File: config.mk
export PLATFORM = sky130hd
export DESIGN_NAME = conv_sequencer
export DESIGN_NICKNAME = d
export VERILOG_FILES = /design/src/rtl/conv_sequencer.sv
export SDC_FILE = /design/constraint.sdc
export NUM_CORES = 1
export LEC_CHECK = 0
export CAP_MARGIN = 10
export CORE_ASPECT_RATIO = 1.25
export CORE_MARGIN = 2
export CORE_UTILIZATION = 60
export DETAILED_ROUTE_END_ITERATION = 6
export PLACE_DENSITY = 0.85
export SYNTH_ARGS = -nofsm -noshare
export SYNTH_HDL_FRONTEND = slang
export SYNTH_SLANG_ARGS = --single-unit
export TNS_END_PERCENT = 100
File: constraint.sdc
create_clock -name clk -period 2.8 [get_ports clk]
set_input_delay 0.56 -clock clk [delete_from_list [all_inputs] [get_ports clk]]
set_output_delay 0.56 -clock clk [all_outputs]
set_load 0.02 [all_outputs]
File: src/rtl/conv_sequencer.sv
// Run-control sequencer for the convolution engine: debounced buttons, frame-aligned
// kernel switching, optional auto-advance and processing-region sweep counting.
//
// state  | meaning
// IDLE   | engine disabled; next button advances kernel directly
// RUN    | engine enabled; kernel frozen
// SWITCH | engine disabled; pending kernel applied at next frame start
module conv_sequencer #(
    parameter int         DEBOUNCE_CYCLES = 250000,
    parameter int         AUTO_FRAMES     = 120,
    parameter logic [9:0] PROC_X_END      = 10'd351,
    parameter logic [9:0] PROC_Y_END      = 10'd271
) (
    input  logic       clk,
    input  logic       rst_n,
    input  logic       btn_start_n,
    input  logic       btn_next_n,
    input  logic       btn_mode_n,
    input  logic [9:0] pixel_x,
    input  logic [9:0] pixel_y,
    input  logic       pixel_valid,
    input  logic [9:0] processing_x,
    input  logic [9:0] processing_y,
    output logic [1:0] kernel_select,
    output logic       conv_enable,
    output logic       auto_mode,
    output logic [1:0] seq_state,
    output logic       sweep_done,
    output logic [7:0] sweep_count
);

    localparam int DB_W   = $clog2(DEBOUNCE_CYCLES + 1);
    localparam int AUTO_W = $clog2(AUTO_FRAMES + 1);
    localparam logic [DB_W-1:0]   DB_LAST   = DB_W'(DEBOUNCE_CYCLES - 1);
    localparam logic [AUTO_W-1:0] AUTO_LAST = AUTO_W'(AUTO_FRAMES - 1);

    typedef enum logic [1:0] {
        S_IDLE   = 2'd0,
        S_RUN    = 2'd1,
        S_SWITCH = 2'd2
    } state_t;

    // Button index: 0 start, 1 next, 2 mode.
    logic [2:0]      raw_n;
    logic [2:0]      sync1_q, sync2_q;
    logic [2:0]      btn_lvl;
    logic [2:0]      deb_q, deb_d;
    logic [2:0]      evt_q, evt_d;
    logic [DB_W-1:0] cnt_q [3];
    logic [DB_W-1:0] cnt_d [3];

    state_t            state_q, state_d;
    logic [1:0]        kernel_q, kernel_d;
    logic [1:0]        pending_q, pending_d;
    logic              auto_q, auto_d;
    logic [AUTO_W-1:0] auto_cnt_q, auto_cnt_d;
    logic              conv_en_q, conv_en_d;

    logic [9:0] px_q, py_q;
    logic       sweep_d;
    logic       sweep_done_q;
    logic [7:0] sweep_count_q, sweep_count_d;
    logic       clear_sweep;

    logic start_evt, next_evt, mode_evt;
    logic frame_start;
    logic auto_expire;

    assign raw_n = {btn_mode_n, btn_next_n, btn_start_n};

    always_comb begin
        for (int i = 0; i < 3; i++) begin
            btn_lvl[i] = ~sync2_q[i];
            deb_d[i]   = deb_q[i];
            cnt_d[i]   = '0;
            // Counter only runs while the synchronized level disagrees with the accepted one,
            // so any return to the old level restarts the stability window.
            if (btn_lvl[i] != deb_q[i]) begin
                if (cnt_q[i] == DB_LAST) begin
                    deb_d[i] = btn_lvl[i];
                end else begin
                    cnt_d[i] = cnt_q[i] + 1'b1;
                end
            end
            evt_d[i] = deb_d[i] & ~deb_q[i];
        end
    end

    assign start_evt   = evt_q[0];
    assign next_evt    = evt_q[1];
    assign mode_evt    = evt_q[2];
    assign frame_start = pixel_valid && (pixel_x == 10'd0) && (pixel_y == 10'd0);
    assign auto_expire = (state_q == S_RUN) && auto_q && frame_start && (auto_cnt_q == AUTO_LAST);

    always_comb begin
        state_d     = state_q;
        kernel_d    = kernel_q;
        pending_d   = pending_q;
        auto_d      = auto_q ^ mode_evt;
        auto_cnt_d  = auto_cnt_q;
        clear_sweep = 1'b0;

        if ((state_q == S_RUN) && auto_q && frame_start) begin
            auto_cnt_d = auto_cnt_q + 1'b1;
        end

        case (state_q)
            S_IDLE: begin
                if (start_evt) begin
                    state_d = S_RUN;
                end else if (next_evt) begin
                    kernel_d = kernel_q + 2'd1;
                end
            end
            S_RUN: begin
                if (start_evt) begin
                    state_d = S_IDLE;
                end else if (next_evt || auto_expire) begin
                    state_d   = S_SWITCH;
                    pending_d = kernel_q + 2'd1;
                end
            end
            S_SWITCH: begin
                if (start_evt) begin
                    state_d = S_IDLE;
                end else if (frame_start) begin
                    state_d     = S_RUN;
                    kernel_d    = pending_q;
                    clear_sweep = 1'b1;
                end else if (next_evt) begin
                    pending_d = pending_q + 2'd1;
                end
            end
            default: state_d = S_IDLE;
        endcase

        if ((state_d == S_RUN) && (state_q != S_RUN)) begin
            auto_cnt_d = '0;
        end
        if (!auto_d) begin
            auto_cnt_d = '0;
        end

        conv_en_d = (state_d == S_RUN);
    end

    always_comb begin
        sweep_d = (px_q == PROC_X_END) && (py_q == PROC_Y_END) &&
                  ((processing_x != px_q) || (processing_y != py_q));
        sweep_count_d = sweep_count_q;
        if (clear_sweep) begin
            sweep_count_d = '0;
        end else if (sweep_d) begin
            sweep_count_d = sweep_count_q + 8'd1;
        end
    end

    always_ff @(posedge clk or negedge rst_n) begin
        if (!rst_n) begin
            sync1_q       <= 3'b111;
            sync2_q       <= 3'b111;
            deb_q         <= '0;
            evt_q         <= '0;
            for (int i = 0; i < 3; i++) begin
                cnt_q[i] <= '0;
            end
            state_q       <= S_IDLE;
            kernel_q      <= '0;
            pending_q     <= '0;
            auto_q        <= 1'b0;
            auto_cnt_q    <= '0;
            conv_en_q     <= 1'b0;
            px_q          <= '0;
            py_q          <= '0;
            sweep_done_q  <= 1'b0;
            sweep_count_q <= '0;
        end else begin
            sync1_q       <= raw_n;
            sync2_q       <= sync1_q;
            deb_q         <= deb_d;
            evt_q         <= evt_d;
            for (int i = 0; i < 3; i++) begin
                cnt_q[i] <= cnt_d[i];
            end
            state_q       <= state_d;
            kernel_q      <= kernel_d;
            pending_q     <= pending_d;
            auto_q        <= auto_d;
            auto_cnt_q    <= auto_cnt_d;
            conv_en_q     <= conv_en_d;
            px_q          <= processing_x;
            py_q          <= processing_y;
            sweep_done_q  <= sweep_d;
            sweep_count_q <= sweep_count_d;
        end
    end

    assign kernel_select = kernel_q;
    assign conv_enable   = conv_en_q;
    assign auto_mode     = auto_q;
    assign seq_state     = state_q;
    assign sweep_done    = sweep_done_q;
    assign sweep_count   = sweep_count_q;

endmodule

Yosys cells after proc, flatten, opt, wreduce, memory -nomap -nowiden
Cells that the tools add are included.

storage, ports and cells
  output and inout port bits = 15
  word-level logic and storage cells = 113
  flip-flop bits (word level) = 110
  bits of input ports = 46

operators by class
  $add $sub $neg = 7
  bitwise operators = 10
  equality and inequality tests = 24
  reduce and logical (&&, ||, !) cells = 18
  mux-type cells = 37

operators by type and width
  operator                                                           count
  18-bit two-way mux                                                 6
  18-bit by 1-bit adder with 18-bit output (second input constant)   3
  18-bit == test (second input constant)                             3
  2-bit two-way mux                                                  14
  7-bit two-way mux                                                  3
  10-bit by 9-bit == test with 1-bit output (second input constant)  2
  10-bit logical NOT                                                 2
  10-bit != test                                                     2
  8-bit two-way mux                                                  2
  2-bit != test (second input constant)                              7
  1-bit two-way mux                                                  9
  8-bit by 1-bit adder with 8-bit output (second input constant)     1
  1-bit logical AND                                                  8
  2-bit one-hot mux with 2 select lines                              2
  7-bit by 1-bit adder with 7-bit output (second input constant)     1
  7-bit == test (second input constant)                              1
  1-bit inverter                                                     6
  2-bit one-hot mux with 3 select lines                              1
  6-bit AND reduction                                                1
  2-bit nonzero test                                                 3
  5-bit AND reduction                                                1
  2-bit by 1-bit adder with 2-bit output (second input constant)     2
  2-bit by 1-bit == test with 1-bit output (second input constant)   2
  2-bit by 1-bit != test with 1-bit output (second input constant)   2
  other kinds (7)                                                    12

Depth between registers and ports, before layout
  depth in word-level cells = 13
  mapped depth = 8
  mapped depth without buffers = 6

Worst setup path before layout
OpenSTA, ideal clock, no wires.

  path kind = input-to-reg
  start = input pixel_x[9]
  end = register kernel_q[0], in the netlist kernel_select[0]
  setup time = 121 ps
  required time = 2679 ps
  arrival = 2028 ps
  slack = 651 ps
  stages on the path = 6
  path buffers = 1
  cell sequence = nor4b_2 nand4_2 buf_6 o31a_1 a2111o_1 a22o_1

between the ends
  word-level cells in the longest chain between the ends = 5

ends and longest elaborated chain
  item                                  RTL line  text
  start: declaration                    19        input logic [9:0] pixel_x,
  10-bit logical NOT                    92        assign frame_start = pixel_valid && (pixel_x == 10'd0) && (pixel_y == 10'd0);
  1-bit logical AND (2 in a row)        92
  2-bit != test (no source line)        --
  5-bit AND reduction (no source line)  --
  end signal: assignment                186       kernel_q <= kernel_d;
  end: declaration                      53        logic [1:0] kernel_q, kernel_d;

No other way between the ends.
A chain may end at the register's enable or synchronous reset.

Worst setup path in the final report
  start = input pixel_x[9]
  end = register auto_cnt_q[4]

between the ends
  word-level cells in the longest chain between the ends = 13
  elaborated cells on any way between the ends = 16
  those cells by class = eq/ne: 2; mux: 7; reduce/logical: 7

ends and longest elaborated chain
  item                                      RTL line  text
  10-bit logical NOT (*)                    92
  1-bit logical AND (*) (2 in a row)        92
  1-bit logical AND                         93, 103
  1-bit logical AND                         93        assign auto_expire = (state_q == S_RUN) && auto_q && frame_start && (auto_cnt_q == AUTO_LAST);
  1-bit logical OR                          118       end else if (next_evt || auto_expire) begin
  2-bit two-way mux                         118
  2-bit two-way mux                         116       if (start_evt) begin
  2-bit one-hot mux with 3 select lines     107       case (state_q)
  2-bit by 1-bit == test with 1-bit output  137       if ((state_d == S_RUN) && (state_q != S_RUN)) begin
  1-bit logical AND                         137
  7-bit two-way mux                         137
  7-bit two-way mux                         140       if (!auto_d) begin
  end signal: assignment                    189       auto_cnt_q <= auto_cnt_d;
  end: declaration                          56        logic [AUTO_W-1:0] auto_cnt_q, auto_cnt_d;

Mark *: on every way between the ends. The rest lies on a longest branch, timed or not.

==> impl_metrics.yaml <==
cells_and_area:
  layout-area-overhead-vs-synth_pct: 17.8
  layout.cells.most_common_list: "sky130_fd_sc_hd__dfrtp_1, sky130_fd_sc_hd__nor2_1, sky130_fd_sc_hd__clkdlybuf4s50_1"
  layout.cells.most_common: "sky130_fd_sc_hd__dfrtp_1"
  postLayoutCoreUtil_pct: 73.6
  drive_gt1_share_pct: 7.42
  fillCellCount: 555
  antennaDiodeCount: 0
  finish.net_count: 612
sta:
  drv_slew: 0
  setup_total_negative_slack_ps: 0
  layout_min_cycle_time_ps: 2220
  fmax_mhz: 450
  timing.final.setup_violations: 0
  timing.clock.skew_ps: 17.9
  max-slew-margin-rel_pct: 50.5
  rsz_0062_raised_after_global_routing: "no"
  report.final.hold_viol_count: 0
  final_cycle_share_pct: 79.4
  slew_at_the_pin_closest_to_its_max_slew_limit_ps: 736
critical_path:
  start_kind: "primary input"
  crit_path_max_incr_delay_ps: 530
  worst-path-max-fanout: 19
  critical_path_class: "primary input to register"
  worst_path_max_delay_cell: "sky130_fd_sc_hd__or4_1"
  endpoint_type_of_the_worst_setup_path: "register"
  crit_arrival_ps: 2480
  crit_path_cell_trace: "clkdlybuf4s50_1, nor4b_2, nand4_2, or4_1, buf_4, nand3_2, nor2_1"
  cp.required_ps: 3050
floorplan:
  core_region_area_um2: 8290
  die_area_um2: 9390
  placement_rows: 37
  die_w_um: 87.1
  initial_core_util_pct: 62.5
  ios: 61
  die_height_um: 108
min_path:
  hold_path.class: "primary input to async pin"
power:
  p_int_mw: 2.07
  peakVddDrop_mv: 0.289
  combinational_power_share_pct: 6.4
  switching_part_of_the_total_power_pct: 24.4
  power.share.sequential_pct: 60.2
  p_leak_nw: 2.44
  areal_power_density_over_the_cells_nw_per_um2: 448
  net-switching-power_uw: 666
  share_clk_of_total_power_pct: 33.5
clocking:
  clock-sinks: 110
  path_clk_slew_ps: 120
  clock_latency_ps: 360
  cts.path.max_buffers: 2
  cts_made_buffers: 9
  cts_tree: "done"
  clock-root-buffer: "sky130_fd_sc_hd__clkbuf_8"
  htreeDepth: 3
  post-cts-setup-buffers: 0
  ctsResizeCount: 0
  cts-hold-fix-buffers: 0
grt:
  gr-total-overflow: 0
  grt_antenna_before_repair: 0
  grt_start_max_net_pins: 61
  first_global_vias: 3836
  wire_length_of_the_first_global_routing_pass_um: 16900
  grtUsageTotal_pct: 22.5
drt:
  ant_nets: 0
  dr.pass1.iters: 4
  drc: 0
  wl_per_cell_um: 14.9
  wl_um: 9910
  routed-via-count: 3770
  drt-initial-drc-count: 200
  route.detailed.vias_per_inst: 5.69
run_status:
  run_status: "finished, final reports clean"
placement:
  detailedPlacementHpwl_um: 7270
  gp_congestion: 0.868
  numPortBuffers: 60
yosys:
  synthAdderAreaFrac_pct: 1.21
  ys_async_sr_fraction_pct: 100
  synthXorXnorAreaFrac_pct: 13.4
  synthesis.area_um2: 5180
  post_syn_area_per_cell_um2: 10.5
  synth_flop_cell: "sky130_fd_sc_hd__dfrtp_1"
  synth_cell_types: 52
  syn_inst: 494
  synth.area.mux_share_pct: 1.96
  synth_top_family_by_area: "simple AND/OR/NAND/NOR gates"
  synth_enable_flop_cells: 0
  synth.yosys.seq_area_share_pct: 53.3
  synth.net_count: 545
  synth_compound_gate_area_share_pct: 3.55
  synth_simple_gate_area_share_pct: 24.8
  ys_seq_elements: 110
  ys.warnings.count: 0
job:
  timing.max_cap.violations: 0
flip-flops by register name, summed over array words and instances (netlist names):
name           flops
sync1_q            3
kernel_select      2
conv_enable        1
auto_cnt_q         7
sweep_done         1
py_q              10
pending_q          2
px_q              10
deb_q              3
cnt_q             54
sweep_count        8
seq_state          2
evt_q              3
sync2_q            3
auto_mode          1
worst max-delay path: cells and delay by family:
kind / cells / cell delay [ps]
buffers and inverters: 2 / 640
AND/OR/NAND/NOR: 5 / 1270
cell families (layout without fill, tap and decap cells):
family,count (synthesis),count (layout)
simple gates,245,245
flops,110,110
xor+xnor,79,79
compound gates,24,24
buf+inv,21,93
mux,10,10
fa+ha+maj,5,5
worst paths after layout:
| kind | slack (ps) | to | depth (start not counted) | startpoint |
|---|---|---|---|---|
| worst min-delay path | 70 | px_q[6] | 1 | rst_n |
| worst max register to register | 690 | cnt_q[35] | 5 | cnt_q[22] |
| worst max-delay path | 580 | auto_cnt_q[4] | 7 | pixel_x[9] |
| worst min register to register | 360 | sync2_q[0] | 0 | sync1_q[0] |
| min in group clk | 360 | sync2_q[0] | 0 | sync1_q[0] |
| max in group asynchronous | 2040 | conv_enable | 2 | rst_n |
final cells by class:
| cell class | instances | area [µm²] | area share [%] |
|---|---|---|---|
| inverter | 11 | 41.3 | 0.677 |
| tap | 97 | 121 | 1.99 |
| timing repair buffer | 66 | 656 | 10.8 |
| clock buffer | 10 | 128 | 2.09 |
| sequential | 110 | 2760 | 45.3 |
| multi-input combinational | 363 | 2320 | 38.1 |
| clock inverter | 6 | 65.1 | 1.07 |
per-layer routing:
layer  wire length [µm]  GRT usage (%)  share of wire (%)
met5                  0              0                  0
met1               4220           28.2                 43
met2               5240           38.5                 53
met4                102           7.81                1.0
met3                345           4.45                3.5
cell usage after synthesis (all sizes together) (6+ instances only):
library cell | instances | share of area [%]
dfstp | 6 | 3.0
inv | 11 | 0.80
dfrtp | 104 | 50
nand3 | 33 | 3.3
nand2 | 40 | 2.9
nor2 | 78 | 5.7
xor2 | 21 | 3.6
nor4 | 16 | 2.6
xnor2 | 58 | 9.8
mux2i | 9 | 1.7
buf | 6 | 0.68
and3 | 6 | 0.73
nand2b | 8 | 0.97
nor3 | 17 | 1.6
nand4 | 15 | 1.9
power groups by stage:
stage	clock network (mW)	logic (mW)	registers [mW]
after CTS	0.935	0.177	1.64
after global placement	0	0.170	1.67
after detailed placement	0	0.176	1.68
after floorplan	0	0.0577	1.67
after global routing	1.00	0.191	1.65
final	0.915	0.174	1.64
stage by stage:
stage / area, µm² / total power, mW / hold WS [ps] / instances / setup WS (ps)
2_1_floorplan: 5180 / 1.73 / 264 / 494 / 651
3_3_place_gp: 5900 / 1.84 / 346 / 647 / 260
3_5_place_dp: 5900 / 1.85 / 347 / 647 / 163
4_1_cts: 6100 / 2.76 / 65.1 / 663 / 563
5_1_grt: 6100 / 2.84 / 68.2 / 663 / 465
6_report: 6100 / 2.73 / 68.5 / 663 / 577
(Power assumes the default switching activity.)
